**config.mk**
```make
export PLATFORM = sky130hd
export DESIGN_NAME = driver_alert_monitor
export DESIGN_NICKNAME = d
export VERILOG_FILES = /design/src/rtl/driver_alert_pkg.sv /design/src/rtl/driver_alert_monitor_trigger.sv /design/src/rtl/driver_alert_monitor.sv
export SDC_FILE = /design/constraint.sdc
export NUM_CORES = 1
export LEC_CHECK = 0
export ABC_AREA = 1
export BUFFER_PORTS_ARGS = -buffer_cell sky130_fd_sc_hd__buf_2
export CAP_MARGIN = 15
export CORE_AREA = 2 2 54 56
export CTS_CLUSTER_SIZE = 30
export DETAILED_ROUTE_END_ITERATION = 6
export DIE_AREA = 0 0 56 58
export GPL_ROUTABILITY_DRIVEN = 0
export GPL_TIMING_DRIVEN = 0
export PLACE_DENSITY_LB_ADDON = 0.3
export SYNTH_ARGS = -nofsm -noshare
export SYNTH_HDL_FRONTEND = slang
export SYNTH_SLANG_ARGS = --single-unit
export TNS_END_PERCENT = 5
```
**constraint.sdc**
```tcl
create_clock -name clk -period 1.5 [get_ports clk]
set_input_delay 0.075 -clock clk [delete_from_list [all_inputs] [get_ports clk]]
set_output_delay 0.075 -clock clk [all_outputs]
set_load 0.01 [all_outputs]
```
**src/rtl/driver_alert_pkg.sv**
```systemverilog
// Shared state encodings for the driver alert monitor.
package driver_alert_pkg;

    typedef enum logic [2:0] {
        NORMAL  = 3'd0,
        PENDING = 3'd1,
        WARNING = 3'd2,
        ALARM   = 3'd3,
        RECOVER = 3'd4
    } state_e;

endpackage

```
**src/rtl/driver_alert_monitor_trigger.sv**
```systemverilog
// Combinational reduction of the sensor channels into a failure vector and a
// single trigger, in either any-channel or all-channel mode.
module alert_trigger #(
    parameter int N_CH     = 3,
    parameter bit TRIG_ALL = 1'b0
) (
    input  logic [N_CH-1:0] sensor_ok,
    input  logic [N_CH-1:0] ch_en,
    output logic [N_CH-1:0] fail_vec,
    output logic            trig
);

    always_comb begin
        fail_vec = ch_en & ~sensor_ok;
        if (TRIG_ALL) begin
            // With nothing enabled there is nothing to fail, so no trigger.
            trig = (ch_en != '0) && (fail_vec == ch_en);
        end else begin
            trig = |fail_vec;
        end
    end

endmodule

```
**src/rtl/driver_alert_monitor.sv**
```systemverilog
// Driver-condition alert monitor: debounce, warning, latched alarm and a
// recovery window before returning to normal. Outputs decode registered state.
module driver_alert_monitor
    import driver_alert_pkg::*;
#(
    parameter int N_CH           = 3,
    parameter int CNT_W          = 8,
    parameter int WARN_CYCLES    = 4,
    parameter int ALARM_CYCLES   = 8,
    parameter int RECOVER_CYCLES = 2,
    parameter bit TRIG_ALL       = 1'b0
) (
    input  logic            clk,
    input  logic            reset,
    input  logic [N_CH-1:0] sensor_ok,
    input  logic [N_CH-1:0] ch_en,
    input  logic            ack,
    output logic            ok,
    output logic            warn,
    output logic            alarm,
    output logic [N_CH-1:0] fault_ch,
    output logic [2:0]      state_o
);

    if (WARN_CYCLES < 2 || WARN_CYCLES >= (1 << CNT_W) ||
        ALARM_CYCLES < 1 || ALARM_CYCLES >= (1 << CNT_W) ||
        RECOVER_CYCLES < 2 || RECOVER_CYCLES >= (1 << CNT_W)) begin : g_param_err
        $error("driver_alert_monitor: threshold out of range for CNT_W");
    end

    localparam logic [CNT_W-1:0] WARN_LAST    = CNT_W'(WARN_CYCLES - 1);
    localparam logic [CNT_W-1:0] ALARM_LAST   = CNT_W'(ALARM_CYCLES - 1);
    localparam logic [CNT_W-1:0] RECOVER_LAST = CNT_W'(RECOVER_CYCLES - 1);
    localparam logic [CNT_W-1:0] CNT_ONE      = CNT_W'(1);

    logic [N_CH-1:0]  fail_vec;
    logic             trig;
    state_e           state_q, state_d;
    logic [CNT_W-1:0] cnt_q, cnt_d;
    logic [N_CH-1:0]  fault_q, fault_d;

    alert_trigger #(
        .N_CH     (N_CH),
        .TRIG_ALL (TRIG_ALL)
    ) u_trigger (
        .sensor_ok (sensor_ok),
        .ch_en     (ch_en),
        .fail_vec  (fail_vec),
        .trig      (trig)
    );

    always_comb begin
        state_d = state_q;
        cnt_d   = cnt_q;
        fault_d = fault_q;
        case (state_q)
            NORMAL: begin
                if (trig) begin
                    state_d = PENDING;
                    cnt_d   = CNT_ONE;
                end
            end
            PENDING: begin
                if (!trig) begin
                    state_d = NORMAL;
                    cnt_d   = '0;
                end else if (cnt_q == WARN_LAST) begin
                    state_d = WARNING;
                    cnt_d   = '0;
                end else begin
                    cnt_d = cnt_q + 1'b1;
                end
            end
            WARNING: begin
                if (!trig) begin
                    state_d = RECOVER;
                    cnt_d   = CNT_ONE;
                end else if (cnt_q == ALARM_LAST) begin
                    state_d = ALARM;
                    cnt_d   = '0;
                    fault_d = fail_vec;
                end else begin
                    cnt_d = cnt_q + 1'b1;
                end
            end
            ALARM: begin
                fault_d = fault_q | fail_vec;
                // An acknowledge only counts once the condition has cleared.
                if (ack && !trig) begin
                    state_d = RECOVER;
                    cnt_d   = CNT_ONE;
                end
            end
            RECOVER: begin
                if (trig) begin
                    state_d = WARNING;
                    cnt_d   = '0;
                end else if (cnt_q == RECOVER_LAST) begin
                    state_d = NORMAL;
                    cnt_d   = '0;
                    fault_d = '0;
                end else begin
                    cnt_d = cnt_q + 1'b1;
                end
            end
            default: begin
                state_d = NORMAL;
                cnt_d   = '0;
                fault_d = '0;
            end
        endcase
    end

    always_ff @(posedge clk) begin
        if (reset) begin
            state_q <= NORMAL;
            cnt_q   <= '0;
            fault_q <= '0;
        end else begin
            state_q <= state_d;
            cnt_q   <= cnt_d;
            fault_q <= fault_d;
        end
    end

    assign ok       = (state_q == NORMAL);
    assign warn     = (state_q == WARNING);
    assign alarm    = (state_q == ALARM);
    assign fault_ch = fault_q;
    assign state_o  = state_q;

endmodule

```
After elaboration in Yosys (flattened, before gate mapping)

Cells that the tools add are included.

Bits of input ports: 9
Flip-flop bits (word level): 14
Output and inout port bits: 9

Muxes and demuxes: 22
Reductions and logical operators: 8
Add/subtract/negate cells: 1
Bitwise operators: 4
Equality and inequality tests: 16

Operator list:

| kind                                                                    | number |
|---|---|
| 8-bit 2-to-1 mux                                                        | 8 |
| 8-bit one-hot mux with 5 select lines                                   | 1 |
| 3-bit 2-to-1 mux                                                        | 11 |
| 3-bit one-hot mux with 5 select lines                                   | 1 |
| 3-bit one-hot mux with 4 select lines                                   | 1 |
| 5-bit AND reduction                                                     | 2 |
| 8-bit by 1-bit adder with 8-bit output, second input constant           | 1 |
| 8-bit by 1-bit == test with 1-bit output, second input constant         | 1 |
| 8-bit by 2-bit == test with 1-bit output, second input constant         | 1 |
| 8-bit by 3-bit == test with 1-bit output, second input constant         | 1 |
| 2-bit by 1-bit inequality test with 1-bit output, second input constant | 4 |
| 3-bit by 2-bit == test with 1-bit output, second input constant         | 2 |
| 3-bit inequality test, second input constant                            | 2 |
| 2-bit inequality test, second input constant                            | 2 |
| 3-bit AND                                                               | 1 |
| 3-bit by 1-bit == test with 1-bit output, second input constant         | 1 |
| 3-bit == test, second input constant                                    | 1 |
| 3-bit logical NOT                                                       | 1 |
| 3-bit by 2-bit inequality test with 1-bit output, second input constant | 1 |
| 3-bit inverter                                                          | 1 |
| 3-bit bitwise OR                                                        | 1 |
| 3-bit OR reduction                                                      | 1 |
| 2-bit AND reduction                                                     | 1 |
| 2-bit OR reduction                                                      | 1 |
| 3 further kinds                                                         | 3 |

Longest topological paths before layout

Depth in word-level cells: 7
Gate-level depth with buffers: 12
Depth with buffers taken out: 12

Modules after synthesis

From an unflattened synthesis, not the netlist that was laid out.

Cells, all modules: 168
Area total of the unflattened synthesis: 1041.0 um^2

Modules (own cells, without submodules):

| module               | sequential area each (um^2) | area each (um^2) | instances | cells an instance |
|---|---|---|---|---|
| driver_alert_monitor | 280.3                       | 992.2            | 1         | 158 |
| alert_trigger        | 0.0                         | 48.8             | 1         | 10 |

Worst setup path after synthesis

Ideal clock, no wire load.

Path kind: register to register
Start point: register state_q[1] (netlist: state_o[1])
End point: register state_q[2] (netlist: state_o[2])
Arrival: 1.252 ns
Path buffers: 0
Data required time: 1.387 ns
Cell stages (with the launch flop): 12
Path slack: 0.135 ns
Setup time: 0.113 ns
Cells stage by stage: dfxtp_1 -> inv_2 -> nor2_2 -> nand2_2 -> inv_2 -> nand2_2 -> inv_2 -> nand2_2 -> nand2_2 -> nor2_2 -> nor2_1 -> nor2_1

Word-level cells in the longest chain between the ends: 3
Elaborated cells between the ends (all ways): 12

Ends and longest elaborated chain:

| element                                                           | line                        | RTL |
|---|---|---|
| from (decl)                                                       | driver_alert_monitor.sv:38  | `state_e state_q, state_d;` |
| from (signal assigned)                                            | driver_alert_monitor.sv:120 | `state_q <= state_d;` |
| 3-bit by 2-bit == test with 1-bit output *                        | -                           |  |
| net warn                                                          | driver_alert_monitor.sv:19  | `output logic warn,` |
| 3-bit by 2-bit inequality test with 1-bit output (no source line) | -                           |  |
| 5-bit AND reduction (no source line)                              | -                           |  |

The timed path passes the listed nets; every way through them passes the cells marked *.
A chain may end at the register's enable or synchronous reset.

Final worst setup path

Start point: register cnt_q[0]
End point: register cnt_q[1]

Word-level cells in the longest chain between the ends: 4
Elaborated cells between the ends (all ways): 11

Ends and longest elaborated chain:

| element                                                              | line                                                                                | RTL |
|---|---|---|
| from (decl)                                                          | driver_alert_monitor.sv:39                                                          | `logic [CNT_W-1:0] cnt_q, cnt_d;` |
| from (signal assigned)                                               | driver_alert_monitor.sv:121                                                         | `cnt_q <= cnt_d;` |
| 8-bit by 1-bit adder with 8-bit output, or another cell as far along | driver_alert_monitor.sv:71, driver_alert_monitor.sv:83, driver_alert_monitor.sv:103 |  |
| 8-bit 2-to-1 mux, on equally long branches                           | driver_alert_monitor.sv:98, driver_alert_monitor.sv:67, driver_alert_monitor.sv:78  |  |
| 8-bit 2-to-1 mux, on equally long branches                           | driver_alert_monitor.sv:95, driver_alert_monitor.sv:64, driver_alert_monitor.sv:75  |  |
| 8-bit one-hot mux with 5 select lines *                              | driver_alert_monitor.sv:56                                                          | `case (state_q)` |

Mark *: on every way between the ends. The rest lies on a longest branch, timed or not.

==> out/summary.txt <==
Actual slew at the worst max-slew pin: 0.4781 ns
Most common cell after layout, fill and taps aside: nand2_1
Fin nets: 208
GR Overflow Total: 0
CP max stage cell: dfxtp_4
Core area: 0.002663 mm2
Critical Path Start Type: flop
Clock Tree Root: clkbuf_4
Synth Register Bits: 14
Num rows: 19
Post-Syn Instances: 173
Max clock buf depth: 2
Max_slew headroom: 0.6812
Area delta synth->final: 27.54%
Layout fillers: 289
Final Cycle Share: 0.9437
Syn nets: 184
Critical Path RT: 1.66 ns
Worst min path class: in2reg
FF/Latch Area: 290.3 um2
DRC viols: 0
Initial Util: 0.3788
# Max-Cap Violations: 0
Remaining antenna violation count: 0
Largest net degree at the start of global routing: 11
Antenna Diode Count: 0
Outcome: finished, final reports clean
Crit-path max FO: 5
Die Y: 58 um
Mapped cell area: 0.001008 mm2
Critical path's top delay family: simple AND/OR/NAND/NOR gates
Vias per cell: 4.652
Critical path buffers and inverters: 1
Num CTS Buffers: 3
Post-synthesis cell type count: 19
Final WS setup: 0.08449 ns
Tightest hold margin: 0.08856 ns
Lkg Pwr: 0.6193 nW
Worst-skew pair later-pin latency: 0.28 ns
First-pass GRT wire length: 3795 um
Total power: 2.019 mW
CP most frequent cell: nor2_1
Critical path's largest stage delay: 0.40 ns
Register area share after synthesis: 0.2779
PD cells: 1570 mW/mm2
Die width: 56 um
Clock sink total: 14
DRT Wirelength: 2262 um
Final Skew: 0.007855 ns
Iteration count of the initial detailed-routing pass: 4
Crit-path cells: ha_4 -> nand2_2 -> nor2_2 -> nand2_2 -> nand2_4 -> inv_2 -> nor2_4 -> nor2_1 -> nor2_1 -> nor2_1
Ports: 18
Initial antenna violation count: 0
Most frequent cells in the layout: nand2_1 (45), nor2_1 (27), inv_1 (22)
Layout cells sized above 1: 0.3112
CTS tree: built
Htree depth: 1
Vias in the first global route: 961
DRT iter0 DRCs: 37
Total number of yosys warnings: 0
DP HPWL: 1730 um
Final Hold Fails: 0
Avg Inst Size Synth: 5.829 um2
Reg clk slew, reported paths: 0.08 ns
Final min period: 1.416 ns
DP Area: 0.001132 mm2
Global Route Usage Sum: 0.1469
Final Instance Area: 0.001286 mm2
Max-slew violations: 0
Multi-input logic area: 701.9 um2
TNS Setup: 0 ns
PortBufs: 17
Wirelength per Cell: 9.965 um
Via count: 1056
Pre-CTS setup slack: -0.07282 ns
Fmax: 0.7065 GHz
Crit path arrival time: 1.57 ns
Die area: 0.003248 mm2
Critical path class: reg2reg
Worst setup EP type: flop
VDD IR max: 830.3 uV
Final setup viols: 0
Unrepaired setup endpoints after global routing: yes
state kept, by name, indices dropped and copies added (netlist names):
signal	count
fault_ch	3
state_o	3
cnt_q	8
layout make-up:
cell class | count | share of cell area
Multi-Input combinational cell | 128 | 0.5457
Inverter | 30 | 0.08949
Clock buffer | 4 | 0.02821
Buffer | 1 | 0.002918
Tap cell | 31 | 0.03016
Timing Repair Buffer | 19 | 0.07782
Sequential cell | 14 | 0.2257
repair_timing:
action	CTS	global route
buffers inserted	0	2
pin swaps	0	11
hold buffers	0	0
setup endpoints to repair	10	14
gates cloned	0	0
gates resized for setup	1	28
layer usage:
layer | global-route usage | share of wire
met2 | 0.2437 | 0.44
met5 | 0 | 0
met1 | 0.1892 | 0.50
met3 | 0.03348 | 0.052
met4 | 0.05102 | 0.0084
kinds of logic after synthesis:
kind of cell,share of synthesized area
adder cells (fa/ha/maj),0.02481
XOR/XNOR,0.02606
buffers and inverters,0.1154
AND/OR/NAND/NOR,0.4578
AO/OA/AOI/OAI,0.09802
flip-flops,0.2779
cells in the mapped netlist, drive strengths merged:
| library cell | count | area (um2) |
|---|---|---|
| nand2 | 57 | 234.0 |
| nor2 | 35 | 153.9 |
| inv | 30 | 112.6 |
| dfxtp | 14 | 280.3 |
| nand3 | 10 | 55.05 |
| o21ai | 9 | 45.04 |
| a21oi | 8 | 47.55 |
| nand4 | 3 | 18.77 |
| xor2 | 3 | 26.28 |
| ha | 2 | 25.02 |
| a31oi | 1 | 6.260 |
| clkbuf | 1 | 3.750 |
worst paths after layout:
check | from | to | slack, ns | cells past startpoint
hold / removal | reset | state_o[2] | 0.09 | 4
setup / recovery | cnt_q[0] | cnt_q[1] | 0.08 | 10
hold reg to reg | cnt_q[7] | cnt_q[7] | 0.47 | 2
setup reg to reg | cnt_q[0] | cnt_q[1] | 0.08 | 10
report_power, final:
part	leakage [nW]	internal, mW	switching, mW	total [mW]
clock	0.0210	0.148	0.116	0.264
sequential	0.116	0.474	0.112	0.586
combinational	0.482	0.437	0.732	1.17
worst register-to-register path, stage by stage (launching register included):
cell and delay [ns]:
dfxtp_4 0.40, ha_4 0.15, nand2_2 0.07, nor2_2 0.13, nand2_2 0.11, nand2_4 0.10, inv_2 0.05, nor2_4 0.12
nor2_1 0.05, nor2_1 0.08, nor2_1 0.04
stage by stage:
step / util / instances
finish: 0.4831 / 227
global route: 0.4831 / 227
CTS: 0.4394 / 225
detailed placement: 0.4253 / 221
global placement: 0.4253 / 221
floorplan: - / 173
Power figures use the tool's default switching activity.
